## src/rtl/ofm_reader.sv

```systemverilog
// ofm_reader -- drains the OFM DPRAM (port B) after the systolic array
// finishes and streams it to the host as packed valid/ready beats.
//
// Build option: define OFM_READER_RELU_EN to clamp negative entries to zero
// before packing; when undefined, entries pass through bit-exact.
//
// Ports:
//   clk, rst          clock (rising edge) and synchronous active-high reset
//   start             one-cycle kick-off, ignored unless idle
//   base_addr, len    first DPRAM address and entry count, sampled on start
//   ofm_re_b          DPRAM read enable (data returns one cycle later)
//   ofm_addr_b        DPRAM read address, wraps modulo 2^ADDR_WIDTH
//   ofm_dout_b        DPRAM read data
//   m_valid/m_ready   beat handshake; m_data lane k = entry k of the beat
//   m_data, m_last    packed beat and final-beat marker
//   busy, done        transfer in progress / one-cycle completion pulse
module ofm_reader #(
   parameter int OFM_WIDTH  = 16,
   parameter int OUT_WIDTH  = 128,
   parameter int ADDR_WIDTH = 14
) (
   input  logic                  clk,
   input  logic                  rst,
   input  logic                  start,
   input  logic [ADDR_WIDTH-1:0] base_addr,
   input  logic [ADDR_WIDTH:0]   len,
   output logic                  ofm_re_b,
   output logic [ADDR_WIDTH-1:0] ofm_addr_b,
   input  logic [OFM_WIDTH-1:0]  ofm_dout_b,
   output logic                  m_valid,
   input  logic                  m_ready,
   output logic [OUT_WIDTH-1:0]  m_data,
   output logic                  m_last,
   output logic                  busy,
   output logic                  done
);

   localparam int PACK   = OUT_WIDTH / OFM_WIDTH;
   localparam int LANE_W = (PACK > 1) ? $clog2(PACK) : 1;

   typedef enum logic [1:0] {
      S_IDLE  = 2'd0,
      S_FETCH = 2'd1,
      S_DRAIN = 2'd2,
      S_FIN   = 2'd3
   } state_t;

   state_t                state_q, state_d;
   logic                  re_q, re_d;
   logic [ADDR_WIDTH-1:0] addr_q, addr_d;
   logic [ADDR_WIDTH:0]   rd_left_q, rd_left_d;     // reads not yet issued
   logic [LANE_W-1:0]     nlane_q, nlane_d;         // lane of the next read
   logic [LANE_W-1:0]     cur_lane_q, cur_lane_d;   // lane of the read in flight now
   logic                  cur_last_q, cur_last_d;
   logic                  rvalid_q, rvalid_d;       // DRAM data present this cycle
   logic [LANE_W-1:0]     rlane_q, rlane_d;
   logic                  rlast_q, rlast_d;
   logic [OUT_WIDTH-1:0]  pack_q, pack_d;
   logic [1:0]            res_q, res_d;             // beats reserved and not yet popped
   logic [1:0]            cnt_q, cnt_d;             // FIFO occupancy
   logic [OUT_WIDTH-1:0]  head_data_q, head_data_d;
   logic                  head_last_q, head_last_d;
   logic [OUT_WIDTH-1:0]  tail_data_q, tail_data_d;
   logic                  tail_last_q, tail_last_d;
   logic                  mvalid_q, mvalid_d;
   logic                  busy_q, busy_d;
   logic                  done_q, done_d;

   logic                  pop_s;
   logic                  push_s;
   logic                  reserve_s;
   logic                  issue_ok_s;
   logic [1:0]            res_after_pop_s;
   logic [OUT_WIDTH-1:0]  merged_s;

   function automatic logic [OFM_WIDTH-1:0] relu(input logic [OFM_WIDTH-1:0] v);
`ifdef OFM_READER_RELU_EN
      return v[OFM_WIDTH-1] ? {OFM_WIDTH{1'b0}} : v;
`else
      return v;
`endif
   endfunction

   function automatic logic [LANE_W-1:0] next_lane(input logic [LANE_W-1:0] l);
      return (l == LANE_W'(PACK-1)) ? {LANE_W{1'b0}} : l + LANE_W'(1);
   endfunction

   assign pop_s = mvalid_q & m_ready;

   // Pack returning data into lanes and run the 2-entry output FIFO (head = output regs).
   always_comb begin
      merged_s = pack_q;
      if (rvalid_q) begin
         for (int k = 0; k < PACK; k++) begin
            if (rlane_q == LANE_W'(k)) begin
               merged_s[k*OFM_WIDTH +: OFM_WIDTH] = relu(ofm_dout_b);
            end else begin
               merged_s[k*OFM_WIDTH +: OFM_WIDTH] = pack_q[k*OFM_WIDTH +: OFM_WIDTH];
            end
         end
      end else begin
         merged_s = pack_q;
      end
      push_s = rvalid_q && ((rlane_q == LANE_W'(PACK-1)) || rlast_q);
      // Clearing after each push keeps the unused lanes of a short beat at zero.
      pack_d = push_s ? {OUT_WIDTH{1'b0}} : merged_s;

      cnt_d       = cnt_q;
      head_data_d = head_data_q;
      head_last_d = head_last_q;
      tail_data_d = tail_data_q;
      tail_last_d = tail_last_q;
      case (cnt_q)
         2'd0: begin
            if (push_s) begin
               head_data_d = merged_s;
               head_last_d = rlast_q;
               cnt_d       = 2'd1;
            end else begin
               cnt_d = 2'd0;
            end
         end
         2'd1: begin
            case ({push_s, pop_s})
               2'b11: begin
                  head_data_d = merged_s;
                  head_last_d = rlast_q;
               end
               2'b10: begin
                  tail_data_d = merged_s;
                  tail_last_d = rlast_q;
                  cnt_d       = 2'd2;
               end
               2'b01: cnt_d = 2'd0;
               default: cnt_d = 2'd1;
            endcase
         end
         2'd2: begin
            if (pop_s) begin
               head_data_d = tail_data_q;
               head_last_d = tail_last_q;
               cnt_d       = 2'd1;
               if (push_s) begin
                  tail_data_d = merged_s;
                  tail_last_d = rlast_q;
                  cnt_d       = 2'd2;
               end else begin
                  cnt_d = 2'd1;
               end
            end else begin
               cnt_d = 2'd2;
            end
         end
         default: cnt_d = 2'd0;
      endcase
      mvalid_d = (cnt_d != 2'd0);
   end

   // Transfer sequencing, read issue and beat-slot accounting.
   always_comb begin
      state_d    = state_q;
      re_d       = 1'b0;
      addr_d     = addr_q;
      rd_left_d  = rd_left_q;
      nlane_d    = nlane_q;
      cur_lane_d = cur_lane_q;
      cur_last_d = 1'b0;
      reserve_s  = 1'b0;
      done_d     = 1'b0;

      // A beat claims one of the two FIFO slots when its first read issues;
      // the slot frees when the beat pops, so a same-cycle pop counts here and
      // reads stay back-to-back without back-pressure.
      res_after_pop_s = res_q - {1'b0, pop_s};
      issue_ok_s      = (nlane_q != {LANE_W{1'b0}}) || (res_after_pop_s < 2'd2);

      case (state_q)
         S_IDLE: begin
            if (start) begin
               if (len != (ADDR_WIDTH+1)'(0)) begin
                  state_d    = S_FETCH;
                  re_d       = 1'b1;
                  addr_d     = base_addr;
                  rd_left_d  = len - (ADDR_WIDTH+1)'(1);
                  cur_lane_d = {LANE_W{1'b0}};
                  cur_last_d = (len == (ADDR_WIDTH+1)'(1));
                  nlane_d    = next_lane({LANE_W{1'b0}});
                  reserve_s  = 1'b1;
               end else begin
                  state_d = S_FIN;
               end
            end else begin
               state_d = S_IDLE;
            end
         end
         S_FETCH: begin
            if (rd_left_q == (ADDR_WIDTH+1)'(0)) begin
               state_d = S_DRAIN;
            end else if (issue_ok_s) begin
               re_d       = 1'b1;
               addr_d     = addr_q + ADDR_WIDTH'(1);
               rd_left_d  = rd_left_q - (ADDR_WIDTH+1)'(1);
               cur_lane_d = nlane_q;
               cur_last_d = (rd_left_q == (ADDR_WIDTH+1)'(1));
               nlane_d    = next_lane(nlane_q);
               reserve_s  = (nlane_q == {LANE_W{1'b0}});
            end else begin
               state_d = S_FETCH;
            end
         end
         S_DRAIN: begin
            // Finishing on the final pop makes done land one cycle after it.
            if ((cnt_d == 2'd0) && !rvalid_q && !re_q) begin
               state_d = S_FIN;
               done_d  = 1'b1;
            end else begin
               state_d = S_DRAIN;
            end
         end
         S_FIN: begin
            // Entered with done already set after a transfer; for len=0 the
            // pulse is raised here, giving done two cycles after start.
            if (done_q) begin
               state_d = S_IDLE;
            end else begin
               done_d  = 1'b1;
               state_d = S_FIN;
            end
         end
         default: state_d = S_IDLE;
      endcase

      case ({reserve_s, pop_s})
         2'b10:   res_d = res_q + 2'd1;
         2'b01:   res_d = res_q - 2'd1;
         default: res_d = res_q;
      endcase

      busy_d     = (state_d != S_IDLE) && !done_d;
      rvalid_d   = re_q;
      rlane_d    = cur_lane_q;
      rlast_d    = cur_last_q;
   end

   // State and output registers with synchronous reset.
   always_ff @(posedge clk) begin
      if (rst) begin
         state_q     <= S_IDLE;
         re_q        <= 1'b0;
         addr_q      <= {ADDR_WIDTH{1'b0}};
         rd_left_q   <= {(ADDR_WIDTH+1){1'b0}};
         nlane_q     <= {LANE_W{1'b0}};
         cur_lane_q  <= {LANE_W{1'b0}};
         cur_last_q  <= 1'b0;
         rvalid_q    <= 1'b0;
         rlane_q     <= {LANE_W{1'b0}};
         rlast_q     <= 1'b0;
         pack_q      <= {OUT_WIDTH{1'b0}};
         res_q       <= 2'd0;
         cnt_q       <= 2'd0;
         head_data_q <= {OUT_WIDTH{1'b0}};
         head_last_q <= 1'b0;
         tail_data_q <= {OUT_WIDTH{1'b0}};
         tail_last_q <= 1'b0;
         mvalid_q    <= 1'b0;
         busy_q      <= 1'b0;
         done_q      <= 1'b0;
      end else begin
         state_q     <= state_d;
         re_q        <= re_d;
         addr_q      <= addr_d;
         rd_left_q   <= rd_left_d;
         nlane_q     <= nlane_d;
         cur_lane_q  <= cur_lane_d;
         cur_last_q  <= cur_last_d;
         rvalid_q    <= rvalid_d;
         rlane_q     <= rlane_d;
         rlast_q     <= rlast_d;
         pack_q      <= pack_d;
         res_q       <= res_d;
         cnt_q       <= cnt_d;
         head_data_q <= head_data_d;
         head_last_q <= head_last_d;
         tail_data_q <= tail_data_d;
         tail_last_q <= tail_last_d;
         mvalid_q    <= mvalid_d;
         busy_q      <= busy_d;
         done_q      <= done_d;
      end
   end

   assign ofm_re_b   = re_q;
   assign ofm_addr_b = addr_q;
   assign m_valid    = mvalid_q;
   assign m_data     = head_data_q;
   assign m_last     = head_last_q;
   assign busy       = busy_q;
   assign done       = done_q;

endmodule

```

## config.mk

```make
export PLATFORM = sky130hd
export DESIGN_NAME = ofm_reader
export DESIGN_NICKNAME = d
export VERILOG_FILES = /design/src/rtl/ofm_reader.sv
export SDC_FILE = /design/constraint.sdc
export NUM_CORES = 1
export LEC_CHECK = 0
export ABC_AREA = 1
export CELL_PAD_IN_SITES_DETAIL_PLACEMENT = 0
export CELL_PAD_IN_SITES_GLOBAL_PLACEMENT = 1
export CORE_UTILIZATION = 41
export CTS_CLUSTER_DIAMETER = 200
export DETAILED_ROUTE_END_ITERATION = 7
export GPL_TIMING_DRIVEN = 0
export PLACE_DENSITY_LB_ADDON = 0.1
export SYNTH_ARGS = -nofsm -noshare
export SYNTH_HDL_FRONTEND = slang
export SYNTH_SLANG_ARGS = --single-unit
```

## constraint.sdc

```tcl
create_clock -name clk -period 3.25 [get_ports clk]
set_input_delay 0.975 -clock clk [delete_from_list [all_inputs] [get_ports clk]]
set_output_delay 0.975 -clock clk [all_outputs]
set_load 0.005 [all_outputs]
```

==> results of run 1 <==
-- layer usage --
metal  vias to the layer above  part of all wire [%]
met4                         0                   2.9
met5                         -                     0
met3                        93                   6.0
met2                       439                    47
li1                       8307                     -
met1                      7715                    44
-- cell usage in the layout (no fill, tap or decap), types with 4 or more instances in the layout --
master and count:
sky130_fd_sc_hd__or2_2 28, sky130_fd_sc_hd__clkbuf_8 13, sky130_fd_sc_hd__nor3_1 12, sky130_fd_sc_hd__dfxtp_1 437, sky130_fd_sc_hd__nor2_2 5, sky130_fd_sc_hd__buf_6 4, sky130_fd_sc_hd__nand2_1 369, sky130_fd_sc_hd__clkbuf_16 51
sky130_fd_sc_hd__a31oi_1 105, sky130_fd_sc_hd__buf_4 7, sky130_fd_sc_hd__xor2_1 8, sky130_fd_sc_hd__nand3_1 54, sky130_fd_sc_hd__or2_0 7, sky130_fd_sc_hd__ha_1 13, sky130_fd_sc_hd__nand4_1 5, sky130_fd_sc_hd__buf_2 65
sky130_fd_sc_hd__inv_1 161, sky130_fd_sc_hd__clkbuf_1 94, sky130_fd_sc_hd__o21ai_0 392, sky130_fd_sc_hd__or2_1 70, sky130_fd_sc_hd__clkdlybuf4s50_1 195, sky130_fd_sc_hd__a21oi_1 153, sky130_fd_sc_hd__nor2_1 284, sky130_fd_sc_hd__mux2i_1 24
sky130_fd_sc_hd__o21ai_1 46
-- logic make-up after synthesis --
family / share of synthesized area (%)
xor+xnor: 0.440
flops: 48.8
simple gates: 20.3
buf+inv: 7.73
mux: 1.34
compound gates: 20.5
fa+ha+maj: 0.908
-- worst max-delay path by stage --
stage | start | end | slack, ns | cells past startpoint
2_1_floorplan | len[0] | res_q[1]$_SDFFE_PP0P_ | 0.64 | 13
3_3_place_gp | rst | ofm_addr_b[3]$_SDFFE_PP0P_ | -0.79 | 7
3_5_place_dp | rst | m_data[100]$_SDFFE_PP0P_ | -0.81 | 7
4_1_cts | rst | m_data[102]$_SDFFE_PP0P_ | 0.11 | 7
5_1_grt | m_ready | m_data[51]$_SDFFE_PP0P_ | 0.03 | 11
6_report | m_ready | m_data[102]$_SDFFE_PP0P_ | 0.19 | 11
-- where the power goes --
part / total [mW] / internal [mW] / switching, mW / leakage (nW)
combinational: 0.976 / 0.341 / 0.634 / 4.66
clock: 5.52 / 3.31 / 2.21 / 0.778
sequential: 5.55 / 5.46 / 0.0854 / 3.53
-- state kept, by name, summed over array words and instances (netlist names), 2 cells and up --
register and count:
tail_data_q 128, rd_left_q 15, ofm_addr_b 14, m_data 128
nlane_q 3, res_q 2, rlane_q 3, pack_q 128
cur_lane_q 3, cnt_q 2, state_q 2
-- layout make-up --
class	instances	area, um2
fill	4292	20900
sequential	437	8750
multi-input combinational	1597	7790
timing repair buffer	195	1950
clock buffer	77	1500
buffer	163	753
tap	585	732
inverter	167	631
clock inverter	8	101
antenna	2	5.00
-- repair_timing --
action | CTS | global route
endpoints found under the hold margin | 0 | 0
gates resized for setup | 2 | 0
endpoints found under the setup margin | 164 | 4
hold buffers | 0 | 0
-- stage by stage --
stage                     TNS [ns]  power, mW  instance area [um2]
after floorplan                  0       6.22                17900
after global placement     -173.37       6.63                20600
after detailed placement   -180.22       6.64                20600
after CTS                        0       12.2                22200
after global routing             0       12.5                22200
final                            0       12.0                22200
-- worst max-delay path, cell delays in order --
cell and delay [ns]:
sky130_fd_sc_hd__clkdlybuf4s50_1 0.45, sky130_fd_sc_hd__nand2_1 0.15, sky130_fd_sc_hd__inv_1 0.24, sky130_fd_sc_hd__ha_1 0.24, sky130_fd_sc_hd__a21oi_1 0.08, sky130_fd_sc_hd__a21oi_1 0.21
sky130_fd_sc_hd__nand2_4 0.16, sky130_fd_sc_hd__inv_4 0.22, sky130_fd_sc_hd__buf_2 0.40, sky130_fd_sc_hd__buf_2 0.28, sky130_fd_sc_hd__a31oi_1 0.11
==> impl.org, run 1 <==
** CTS
- TritonCTS built the clock tree.
- Worst-Skew Late Latency :: 0.59 ns
- Total number of clock tree sinks :: 437
- Setup repair bufs after CTS :: 0
- The tree is rooted in a sky130_fd_sc_hd__clkbuf_16.
- The longest clock path from root to sink contains 3 buffers.
- After clock tree synthesis, the clock-pin slew on the worst setup and hold paths is 0.06 ns.
- The H-tree was split into 2 levels.
- TritonCTS created 49 clock buffers.

** Global route
- Entering global routing, the biggest net connects 13 pins.
- After global routing, the most crowded layer is met2.
- Overall track demand over capacity in global routing :: 25.5%
- For this run the aggregate overflow at the end of global routing stands at 0.
- Antenna violations before repair :: 4
- The number of global-route vias before repair came to 16309.
- Met1 Usage GRT :: 33.2%
- GR Util met3 :: 4.25%
- In the global route stage, met2 resource usage came out at 42.4%.
- First-pass GRT wire length :: 88600 um

** Die
- Row generation in the floorplan step produced 76 rows.
- Die boundary height :: 211 um
- The die is 211 um wide.
- Core area :: 0.0431 mm2
- Initial core utilization :: 41.6%
- # IOs :: 196
- The floorplan step defined a die boundary enclosing 0.0446 mm2.

** Min path
- Path type of the worst min-delay path :: flop to flop
- Critical hold path startpoint :: cur_lane_q[2]$_SDFFE_PP0P_
- The path with the worst hold slack has its endpoint at rlane_q[2]$_SDFF_PP0_.
- The worst hold path passes through 2 cells.

** Worst setup path
- Type of element launching the critical path :: input pin
- Setup Crit Path Kind :: input pin to flop
- Top fanout value on the critical path :: 10
- Worst reg2reg setup slack :: 0.46 ns
- Worst R2R Path Depth :: 7
- Reg2reg end :: m_data[111]$_SDFFE_PP0P_
- Reg-to-reg startpoint :: cnt_q[1]$_SDFF_PP0_
- Arrival time of the worst setup path :: 3.53 ns
- Sort of element at the end of the critical path :: flop
- STA puts the critical path data required time at 3.71 ns.

** Logic synthesis
- The number of nets handed over by synthesis was 2427.
- Counting instances in the post-synthesis netlist gives the leading cell types as sky130_fd_sc_hd__dfxtp_1 (437), sky130_fd_sc_hd__o21ai_0 (392), sky130_fd_sc_hd__nand2_1 (369).
- For this run, the number of Yosys warnings is 0.
- Per-instance average area after synthesis :: 7.58 um2
- Fraction of registers with async set/reset :: 0%
- The most common cell in the synthesized netlist is sky130_fd_sc_hd__dfxtp_1.
- Synth cell types :: 43
- The cell area that synthesis handed to floorplanning was 0.0179 mm2.
- Flop and latch count out of synthesis :: 437
- Most used DFF post-synth :: sky130_fd_sc_hd__dfxtp_1
- Synthesis produced 2365 cells.
- Yosys top cell by area :: sky130_fd_sc_hd__dfxtp_1
- Cell types with the largest area share after synthesis :: sky130_fd_sc_hd__dfxtp_1 (49%), sky130_fd_sc_hd__o21ai_0 (11%), sky130_fd_sc_hd__nand2_1 (7.7%)
- Top-area cell type share of the netlist area :: 48.8%
- Number of enable-type register cells in the synthesized netlist :: 0
- The share of the Yosys chip area taken by registers is 48.8%.

** Power
- Summed over all cells, the static leakage comes to 8.97 nW.
- The worst-case IR drop observed on VDD is 0.362 mV.
- Power density of the placed cells :: 542 mW/mm2

** Timing
- Setup repair after global routing missed its margin :: no
- Time the final worst path needs with I/O delays and setup :: 3.06 ns
- Slew at the pin with the worst max-slew slack :: 0.960 ns
- Based on the critical path, the design can be clocked at up to 326 MHz.
- Headroom to the max-slew limit came out at 36.0%.
- Setup violations remaining at the end of the flow were counted as 0.
- For the final database, setup skew stands at 0.0169 ns.
- Final hold violation count :: 0
- The tightest hold path in the finished design has a slack of 0.411 ns.
- The final critical path takes up 94.3% of the cycle.
- Final slew viol count :: 0
- Min setup slack post-route :: 0.186 ns

** Run status
- Result of the run :: completed

** Finish
- In the final layout, the share of cells above drive strength 1 is 7.56%.
- For this run, the share of the core covered by cells in the final layout is 51.6%.
- Net total in the final layout :: 2672
- Relative to the synthesized area, the layout overhead comes to 24.0%.
- Leaving out filler cells and counting taps, the final layout contains 3231.

** Drt
- Antenna Nets Post-Route :: 0
- The first detailed-routing pass took 6 iterations.
- In this run, the number of DRC markers left after iteration 0 of detailed routing was 952.
- Routed wire length :: 56300 um
- The final route contains 16554 vias.
- DRC :: 0
- Routed vias/inst :: 5.12
- WL per Instance :: 17.4 um

** Flow run
- Max Cap Viol :: 0

** Place
- Counting tap cells, the placed design contains a total of 3145 instances.
- Placer Congestion :: 0.875
- Port Buf Inserts :: 195
- Pre-CTS WS :: -0.807 ns
- Half-perimeter wire length after placement :: 39000 um
No activity file was read; power rests on OpenSTA's default activity.
==> inputs of run 2 (changes only) <==
==> constraint.sdc (replaced) <==
create_clock -name clk -period 3.25 [get_ports clk]
set_input_delay 0.65 -clock clk [delete_from_list [all_inputs] [get_ports clk]]
set_output_delay 0.65 -clock clk [all_outputs]
set_load 0.005 [all_outputs]
==> run 2 against run 1 <==
Effect of this change: wire length increased by 0.24%; combinational power about the same; total power about the same; via count about the same; global-route usage unchanged; first-iteration DRC count increased by 1.2%; critical endpoint is now m_data[111]$_SDFFE_PP0P_; highest routed layer unchanged.
==> impl.org, run 2 (synthesis results as in run 1) <==
** Finish
- The top cell types in the final layout, fill and taps aside, are sky130_fd_sc_hd__dfxtp_1 (437), sky130_fd_sc_hd__o21ai_0 (392), sky130_fd_sc_hd__nand2_1 (369).
- Fill count :: 4291
- Syn-to-layout area delta :: 24.0%
- Summing all multi-input logic gate instances after layout gives 0.00779 mm2.
- Sequential cell area in the final layout :: 0.00875 mm2
- Most common cell after layout, fill and taps aside :: sky130_fd_sc_hd__dfxtp_1
- Net total in the final layout :: 2673
- In the final layout, the share of cells above drive strength 1 is 7.56%.

** Timing
- Setup violations remaining at the end of the flow were counted as 0.
- For the pin with the worst max-slew slack, the measured transition is 0.976 ns.
- Time the final worst path needs with I/O delays and setup :: 2.85 ns
- The final-report max-slew violation count came to 0.
- Max Clock Skew :: 0.0164 ns
- Share of the cycle needed by the critical path after routing :: 87.5%
- Setup repair after global routing left no endpoint under its margin.
- For this run, the top clock speed supported by timing is 351 MHz.
- Final Hold Slack :: 0.408 ns
- Final hold violation count :: 0
- Measured against its own limit, the worst slew margin works out to 35.0%.

** Worst setup path
- Sort of element at the end of the critical path :: flop
- Traced cell by cell, the critical path runs through inv_2, nor2_2, clkbuf_1, clkbuf_1, nor2_1, a211oi_1, nor2_1.
- Among all stages on the critical path, the largest delay is contributed by sky130_fd_sc_hd__clkbuf_1.
- For this run, the slowest stage of the critical path takes 0.78 ns.
- Data on the critical path arrives at its endpoint at 3.30 ns.
- In this run the worst setup path begins at cnt_q[1]$_SDFF_PP0_.
- In this run the critical register-to-register path is launched from cnt_q[1]$_SDFF_PP0_.
- Type of element launching the critical path :: flop
- Of all nets on the critical path, the largest fanout is 10.
- Critical path required time :: 3.70 ns
- Setup Crit Path Kind :: flop to flop

** Power
- Portion of total power attributed to combinational logic :: 8.1%
- IR analysis of the VDD net gives a maximum drop of 0.364 mV.
- Cell leakage power :: 8.97 nW
- Sw Ratio :: 24.3%
- Sequential cells account for 46.1% of the total power.
- Per report_power, the clock group accounts for 45.8% of the total.
- Summing internal, switching and leakage power gives 12.0 mW.
- In this run the power spent charging and discharging nets is 2.93 mW.
- Power density of the placed cells :: 542 mW/mm2
- Internal cell power :: 9.12 mW

** Drt
- The count of nets left with antenna violations once routing finished came out at 0.
- In the routed layout, each cell is associated on average with a via count of 5.12.
- The first routing iteration left 963 violations.
- Routed wire length :: 56400 um
- First-pass DRT Iterations :: 5
- In the routed design, unresolved DRC markers number 0.
- After detailed routing, the average wire length per cell comes to 17.4 um.
- Detailed-route via count :: 16556

** Die
- The floorplan step set the die width to 211 um.
- The total area inside the core boundary comes to 0.0431 mm2.
- For this configuration, the core starts out at a cell density of 41.6%.
- Measured along the y axis, the die boundary spans 211 um.
- Die Outline Area :: 0.0446 mm2
- The floorplan has 76 rows.
- Pin placement for this block handled 196 I/O pins.

** CTS
- The clock tree synthesis step divided the H-tree into 2 levels.
- After clock tree synthesis, the clock-pin slew on the worst setup and hold paths is 0.05 ns.
- Maximum root-to-sink buffer count :: 3
- The tree is rooted in a sky130_fd_sc_hd__clkbuf_16.
- The clock reaches the later pin of the worst-skew pair after 0.59 ns.
- Total number of clock tree sinks :: 437
- CTS tree :: yes
- Number of buffers inserted during clock tree synthesis :: 49
- After clock tree synthesis, the setup repair step added 0 buffers.

** Global route
- Entering global routing, the biggest net connects 13 pins.
- Antenna violations before repair :: 4
- Number of global-route vias before repair :: 16309
- The first global-routing pass estimated 88600 um of wire.
- After global routing the overflow that remains totals 0.
- Global routing used 25.5% of the available tracks.

** Min path
- The path class of the tightest hold or removal check is flop to flop.
- In this run the most critical hold path is launched from cur_last_q$_SDFF_PP0_.

** Place
- Port buffering added 195 buffers.
- Half-perimeter wire length after placement :: 39000 um
- Placer Congestion :: 0.875

** Run status
- Result of the run :: completed

** Flow run
- The tool flagged a number of max-cap violations equal to 0.
-- run 2: cell count changes in the layout (fill, tap and decap cells not counted) --
cell,change
sky130_fd_sc_hd__clkbuf_1,+1
sky130_fd_sc_hd__diode_2,+1
-- run 2: repair_timing --
action	in CTS	in global routing
endpoints found under the setup margin	0	7
hold buffers	0	0
gates resized for setup	0	6
-- run 2: metal layers --
metal	track usage [%]	vias to the layer above	wire length, um
met5	0	-	0
met4	8.97	0	1600
met3	4.25	89	3090
met2	42.4	428	26300
met1	33.2	7736	25400
li1	-	8303	-
-- run 2: stage by stage --
step | cell area [um2] | std cells | setup WS, ns | utilization (%) | setup TNS (ns)
floorplan | 17900 | 2365 | 0.967 | - | 0
global placement | 20600 | 3145 | -0.469 | 47.8 | -65.89
detailed placement | 20600 | 3145 | -0.482 | 47.8 | -69.47
CTS | 22200 | 3230 | 0.125 | 51.6 | 0
global route | 22200 | 3230 | 0.282 | 51.6 | 0
finish | 22200 | 3233 | 0.405 | 51.6 | 0
-- run 2: area by class of cell --
class	instances	area share [%]
clock inverter	8	0.456
antenna	3	0.0338
clock buffer	77	6.77
sequential	437	39.4
inverter	167	2.84
multi-input combinational	1597	35.1
timing repair buffer	195	8.78
buffer	164	3.41
tap	585	3.29
-- run 2: power by group through the flow --
stage	registers, mW	logic, mW	clock network, mW
2_1_floorplan	5.65	0.576	0
3_3_place_gp	5.66	0.967	0
3_5_place_dp	5.66	0.973	0
4_1_cts	5.55	0.977	5.64
5_1_grt	5.56	1.10	5.86
6_report	5.55	0.975	5.52
-- run 2: worst paths after layout --
path	endpoint	cells after the start	slack, ns
worst max register to register	m_data[111]$_SDFFE_PP0P_	7	0.40
worst min-delay path	rlast_q$_SDFF_PP0_	2	0.41
worst min register to register	rlast_q$_SDFF_PP0_	2	0.41
worst max-delay path	m_data[111]$_SDFFE_PP0P_	7	0.40
-- run 2: critical path: cells and delay by family, from the launching register on --
family	cells	cell delay, ns
DFF	1	0.34
buffers and inverters	3	1.37
AOI/OAI and AO/OA	1	0.43
and+or+nand+nor	3	0.58
